==> src/rtl/pll_digital_pfd.sv <==
// pll_digital_pfd
//   Clocked time-to-digital phase/frequency detector for the AMS PLL.
//   The reference clock and the divided feedback clock are both oversampled
//   by clk. Rising edges open and close a measurement. Each closed
//   measurement reports a signed phase error in clk cycles, with positive
//   meaning the reference leads. The block also drives UP/DN pulses for the
//   charge pump, a cycle-slip strobe and a lock indicator.
//
// Ports
//   clk       in   sampling clock, rising edge
//   rst       in   synchronous reset, active-high
//   ref_in    in   reference clock, asynchronous to clk
//   fb_in     in   divided feedback clock, asynchronous to clk
//   up        out  high while a reference-leading measurement is open
//   dn        out  high while a feedback-leading measurement is open
//   err       out  signed CNT_W+1 phase error, held between strobes
//   err_valid out  one-cycle strobe, err updated in the same cycle
//   slip      out  one-cycle cycle-slip strobe, only with err_valid
//   locked    out  lock indicator, lags err_valid by one cycle
module pll_digital_pfd #(
   parameter int CNT_W       = 8,
   parameter int SYNC_STAGES = 2,
   parameter int LOCK_TOL    = 2,
   parameter int LOCK_CNT    = 16
) (
   input  logic                    clk,
   input  logic                    rst,
   input  logic                    ref_in,
   input  logic                    fb_in,
   output logic                    up,
   output logic                    dn,
   output logic signed [CNT_W:0]   err,
   output logic                    err_valid,
   output logic                    slip,
   output logic                    locked
);

   localparam logic [CNT_W-1:0]     MAX    = '1;
   localparam int                   MSK_N  = SYNC_STAGES + 1;
   localparam int                   MSK_W  = $clog2(MSK_N + 1);
   localparam int                   GOOD_W = $clog2(LOCK_CNT + 1);
   localparam logic signed [CNT_W:0] TOL   = (CNT_W+1)'(LOCK_TOL);

   typedef enum logic [1:0] {
      IDLE     = 2'd0,
      REF_LEAD = 2'd1,
      FB_LEAD  = 2'd2
   } state_t;

   function automatic logic [CNT_W-1:0] sat_inc(input logic [CNT_W-1:0] v);
      return (v == MAX) ? MAX : v + 1'b1;
   endfunction

   function automatic logic signed [CNT_W:0] to_err(input logic [CNT_W-1:0] v,
                                                     input logic neg);
      logic signed [CNT_W:0] m;
      m = $signed({1'b0, v});
      return neg ? -m : m;
   endfunction

   function automatic logic is_good(input logic signed [CNT_W:0] e,
                                    input logic s);
      return (e <= TOL) && (e >= -TOL) && !s;
   endfunction

   // ---- stage p0/p1: synchronizers, previous-value registers, arming ----
   logic [SYNC_STAGES-1:0] ref_sync_p0, fb_sync_p0;
   logic                   ref_prev_p1, fb_prev_p1;
   logic [MSK_W-1:0]       msk_cnt;
   logic                   armed;
   logic                   ref_edge, fb_edge;

   always_ff @(posedge clk) begin
      if (rst) begin
         ref_sync_p0 <= '0;
         fb_sync_p0  <= '0;
         ref_prev_p1 <= 1'b0;
         fb_prev_p1  <= 1'b0;
         msk_cnt     <= '0;
      end else begin
         ref_sync_p0 <= {ref_sync_p0[SYNC_STAGES-2:0], ref_in};
         fb_sync_p0  <= {fb_sync_p0[SYNC_STAGES-2:0], fb_in};
         ref_prev_p1 <= ref_sync_p0[SYNC_STAGES-1];
         fb_prev_p1  <= fb_sync_p0[SYNC_STAGES-1];
         if (!armed)
            msk_cnt <= msk_cnt + 1'b1;
      end
   end

   // Edges stay masked until the previous-value registers have caught up
   // with the synchronizers. An input that is already high at reset release
   // then never shows up as an edge.
   assign armed    = (msk_cnt == MSK_W'(MSK_N));
   assign ref_edge = armed & ref_sync_p0[SYNC_STAGES-1] & ~ref_prev_p1;
   assign fb_edge  = armed & fb_sync_p0[SYNC_STAGES-1]  & ~fb_prev_p1;

   // ---- stage p2: measurement FSM and phase-error outputs ----
   state_t                state, state_nxt;
   logic [CNT_W-1:0]      cnt, cnt_nxt;
   logic signed [CNT_W:0] err_p2, err_nxt;
   logic                  vld_p2, vld_nxt;
   logic                  slip_p2, slip_nxt;
   logic                  up_p2, dn_p2;

   always_comb begin
      state_nxt = state;
      cnt_nxt   = cnt;
      err_nxt   = err_p2;
      vld_nxt   = 1'b0;
      slip_nxt  = 1'b0;
      case (state)
         IDLE: begin
            if (ref_edge && fb_edge) begin
               err_nxt = '0;
               vld_nxt = 1'b1;
            end else if (ref_edge) begin
               state_nxt = REF_LEAD;
               cnt_nxt   = CNT_W'(1);
            end else if (fb_edge) begin
               state_nxt = FB_LEAD;
               cnt_nxt   = CNT_W'(1);
            end
         end
         REF_LEAD: begin
            case ({ref_edge, fb_edge})
               2'b00: cnt_nxt = sat_inc(cnt);
               2'b01: begin
                  err_nxt   = to_err(cnt, 1'b0);
                  vld_nxt   = 1'b1;
                  state_nxt = IDLE;
               end
               2'b10: begin
                  // Second reference edge with no feedback edge: a slip.
                  err_nxt  = to_err(MAX, 1'b0);
                  vld_nxt  = 1'b1;
                  slip_nxt = 1'b1;
                  cnt_nxt  = CNT_W'(1);
               end
               default: begin
                  // The fb edge closes this measurement and the ref edge
                  // opens the next one.
                  err_nxt = to_err(cnt, 1'b0);
                  vld_nxt = 1'b1;
                  cnt_nxt = CNT_W'(1);
               end
            endcase
         end
         FB_LEAD: begin
            case ({ref_edge, fb_edge})
               2'b00: cnt_nxt = sat_inc(cnt);
               2'b10: begin
                  err_nxt   = to_err(cnt, 1'b1);
                  vld_nxt   = 1'b1;
                  state_nxt = IDLE;
               end
               2'b01: begin
                  err_nxt  = to_err(MAX, 1'b1);
                  vld_nxt  = 1'b1;
                  slip_nxt = 1'b1;
                  cnt_nxt  = CNT_W'(1);
               end
               default: begin
                  err_nxt = to_err(cnt, 1'b1);
                  vld_nxt = 1'b1;
                  cnt_nxt = CNT_W'(1);
               end
            endcase
         end
         default: state_nxt = IDLE;
      endcase
   end

   always_ff @(posedge clk) begin
      if (rst) begin
         state   <= IDLE;
         cnt     <= '0;
         err_p2  <= '0;
         vld_p2  <= 1'b0;
         slip_p2 <= 1'b0;
         up_p2   <= 1'b0;
         dn_p2   <= 1'b0;
      end else begin
         state   <= state_nxt;
         cnt     <= cnt_nxt;
         err_p2  <= err_nxt;
         vld_p2  <= vld_nxt;
         slip_p2 <= slip_nxt;
         up_p2   <= (state_nxt == REF_LEAD);
         dn_p2   <= (state_nxt == FB_LEAD);
      end
   end

   // ---- stage p3: lock qualification of each reported measurement ----
   logic [GOOD_W-1:0] good_cnt, good_nxt;
   logic              locked_p3;

   assign good_nxt = (good_cnt == GOOD_W'(LOCK_CNT)) ? good_cnt : good_cnt + 1'b1;

   always_ff @(posedge clk) begin
      if (rst) begin
         good_cnt  <= '0;
         locked_p3 <= 1'b0;
      end else if (vld_p2) begin
         if (is_good(err_p2, slip_p2)) begin
            good_cnt  <= good_nxt;
            locked_p3 <= (good_nxt == GOOD_W'(LOCK_CNT));
         end else begin
            good_cnt  <= '0;
            locked_p3 <= 1'b0;
         end
      end
   end

   assign up        = up_p2;
   assign dn        = dn_p2;
   assign err       = err_p2;
   assign err_valid = vld_p2;
   assign slip      = slip_p2;
   assign locked    = locked_p3;

endmodule

==> config.mk <==
export PLATFORM = sky130hd
export DESIGN_NAME = pll_digital_pfd
export DESIGN_NICKNAME = d
export VERILOG_FILES = /design/src/rtl/pll_digital_pfd.sv
export SDC_FILE = /design/constraint.sdc
export NUM_CORES = 1
export LEC_CHECK = 0
export CAP_MARGIN = 20
export CORE_AREA = 2 2 80 82
export CTS_CLUSTER_SIZE = 12
export DETAILED_ROUTE_END_ITERATION = 10
export DIE_AREA = 0 0 82 84
export PLACE_DENSITY = 0.58
export SETUP_SLACK_MARGIN = 0.05
export SKIP_CTS_REPAIR_TIMING = 1
export SLEW_MARGIN = 20
export SYNTH_ARGS = -nofsm -noshare
export SYNTH_HDL_FRONTEND = slang
export SYNTH_SLANG_ARGS = --single-unit
==> constraint.sdc <==
create_clock -name clk -period 3.9 [get_ports clk]
set_input_delay 0.78 -clock clk [delete_from_list [all_inputs] [get_ports clk]]
set_output_delay 0.78 -clock clk [all_outputs]
set_load 0.05 [all_outputs]
==> results.py <==
metrics = {
    "layout": {
        "num-nets-final": 263,
        "drive_gt1_share_pct": 8.76,
        "stdcell_count": 328,
        "antenna-diode-count": 0,
        "area_delta_synth_final_pct": 13.7,
    },
    "detailed_routing": {
        "wl_per_cell_um": 14.2,
        "wirelength_um": 4670,
        "firstDrtPassIters": 5,
        "ant_nets": 0,
        "vias_per_cell": 5.56,
        "vias": 1824,
        "drcViolationCount": 0,
        "drt_iter0_drc": 119,
    },
    "sta": {
        "fmax_ghz": 0.409,
        "setup_viol": 0,
        "skew_ns": 0.00693,
        "worst_pin_slew_ns": 0.612,
        "layout_min_cycle_time_ns": 2.44,
        "maxSlewViolCount": 0,
        "rsz0062_at_grt": "false",
        "setup_tns_ns": 0,
        "slew_headroom_pct": 59.0,
        "finalCritPeriodShare_pct": 62.7,
        "hold_viol_final": 0,
    },
    "worst_setup_path": {
        "path_buf_inv": 1,
        "cp_top_family": "buffers and inverters",
        "critPathKind": "reg2out",
        "cp.arrival_ns": 1.66,
        "crit_fanout": 9,
        "worstPathCellList": "clkdlybuf4s50_1",
        "cp-start-kind": "register",
        "critPathSlowestCell": "clkdlybuf4s50_1",
        "required_ns": 3.12,
        "cp_slowest_stage_delay_ns": 0.87,
        "crit_path_end_kind": "output pin",
    },
    "floorplanning": {
        "die_area_um2": 6890,
        "die_h_um": 84,
        "die_x_um": 82,
        "core_um2": 6100,
        "row_count": 29,
        "initial_core_util_pct": 33.9,
        "pin_count": 18,
    },
    "logic_synthesis": {
        "synthTopCellsByArea": "dfxtp_1 36%, ha_1 5.5%, nor2_1 3.8%",
        "yosysWarnings": 0,
        "synth-main-ff-cell": "dfxtp_1",
        "syn_avg_cell_area_um2": 8.72,
        "synth_nets": 250,
        "yosys.cell_types.count": 61,
        "synth-seq-cells": 37,
        "yosysTopAreaCellShare_pct": 35.9,
        "async_flop_share_pct": 0,
        "seq_area_frac_synth_pct": 35.9,
        "synth_area_um2": 2070,
        "syn_inst": 237,
        "synth-edff-count": 0,
        "yosysTopAreaCell": "dfxtp_1",
    },
    "clocking": {
        "ctsRootBufferMaster": "clkbuf_8",
        "cts_tree": "done",
        "path_clk_slew_ns": 0.07,
        "cts_buffers": 5,
        "clockBufferDepth": 2,
        "numClockSinks": 37,
        "clkLatencyLatePin_ns": 0.28,
        "htree_levels": 2,
    },
    "grt": {
        "grt.total_usage_pct": 14.5,
        "grt_pass1_wl_um": 8000,
        "grt_antenna_before_repair": 0,
        "grt_max_degree": 26,
        "overflow": 0,
        "grt_pass1_vias": 1730,
    },
    "place": {
        "dp_cells": 320,
        "place_congestion": 0.781,
        "port_buffers": 17,
        "dpl.hpwl_um": 3370,
    },
    "power": {
        "ir_drop_mv": 0.139,
        "p_per_area_nw_per_um2": 298,
        "leakagePower_nw": 0.765,
    },
    "hold_path": {
        "hold_class": "reg2reg",
    },
    "job": {
        "cap_violations": 0,
    },
    "status": {
        "status": "complete, no violations",
    },
}
[Yosys cell counts (all sizes together), types with 2 or more instances]
cell / n
nor3: 3
nor3b: 2
o2bb2ai: 6
o21a: 2
nor2: 21
clkbuf: 4
a211oi: 8
buf: 8
dfxtp: 37
a311oi: 2
inv: 9
a2bb2oi: 3
nand2b: 7
xnor2: 2
nor2b: 9
nand3b: 3
a21oi: 13
and3: 3
ha: 9
o221ai: 2
and2: 3
nand2: 17
o21ai: 13
a32o: 2
nand4bb: 2
nand3: 8
nand4b: 2
a221oi: 2
nand4: 7
a31oi: 4
or2: 3
[where the power goes]
| group | internal [mW] | total [mW] | switching, mW | leakage, nW |
|---|---|---|---|---|
| combinational | 0.0214 | 0.0533 | 0.0319 | 0.421 |
| clock | 0.124 | 0.255 | 0.131 | 0.0450 |
| sequential | 0.386 | 0.392 | 0.00620 | 0.300 |
| total | 0.531 | 0.701 | 0.170 | 0.765 |
[worst paths after layout]
check	startpoint	endpoint	slack, ns	cells after the start
hold reg to reg	ref_sync_p0[0]	ref_sync_p0[1]	0.44	1
setup reg to reg	msk_cnt[0]	err[4]	1.82	6
hold / removal	ref_sync_p0[0]	ref_sync_p0[1]	0.44	1
setup / recovery	err_valid	err_valid	1.46	1
[metal layers]
metal / vias up / part of all wire (%) / global-route usage (%)
li1: 904 / - / -
met1: 874 / 49 / 19.6
met2: 42 / 47 / 23.3
met3: 4 / 3.0 / 2.71
met4: 0 / 0.81 / 4.09
met5: - / 0 / 0
[layout by cell type (no fill, tap or decap), types with 3 or more instances in the layout]
cell type and instances:
or2_2 3, nand2_1 16, a2bb2oi_1 3, nand2b_1 7
a211oi_1 7, o21ai_0 11, dfxtp_1 37, nand3_1 8
inv_1 9, clkbuf_8 5, and3_1 3, nor3_1 3
nor2_1 21, nor2b_1 8, nand4_1 7, a31oi_1 4
o2bb2ai_1 6, a21oi_1 11, and2_1 3, clkdlybuf4s50_1 17
ha_1 9, nand3b_1 3
[final cells by class]
class / count / area (um^2)
Inverter: 9 / 33.8
Tap cell: 77 / 96.3
Timing Repair Buffer: 18 / 178
Sequential cell: 37 / 741
Clock inverter: 2 / 10.0
Clock buffer: 6 / 72.6
Fill cell: 615 / 3750
Multi-Input combinational cell: 179 / 1220
[cells by family after synthesis]
kind of cell	after synthesis	synth area share (%)
buffers and inverters	21	5.15
XOR/XNOR	3	1.27
AND/OR/NAND/NOR	97	27.0
multiplexers	1	0.485
flip-flops	37	35.9
AO/OA/AOI/OAI	69	24.8
adder cells (fa/ha/maj)	9	5.45
[stage by stage]
step           area [um^2]  util, %  setup slack [ns]  hold slack (ns)  power (mW)
2_1_floorplan         2070        -              2.03            0.414       0.441
3_3_place_gp          2270     37.2              1.57            0.417       0.452
3_5_place_dp          2270     37.2              1.53            0.427       0.455
4_1_cts               2350     38.5              1.44            0.444       0.711
5_1_grt               2350     38.5              1.40            0.461       0.735
6_report              2350     38.5              1.46            0.438       0.701
[flip-flops by register name, summed over array words and instances (netlist names), 2 cells and up]
name         flops
cnt              8
err              9
fb_sync_p0       2
good_cnt         5
msk_cnt          2
ref_sync_p0      2
state            2
Note: power is estimated with default switching activity, not from simulation.
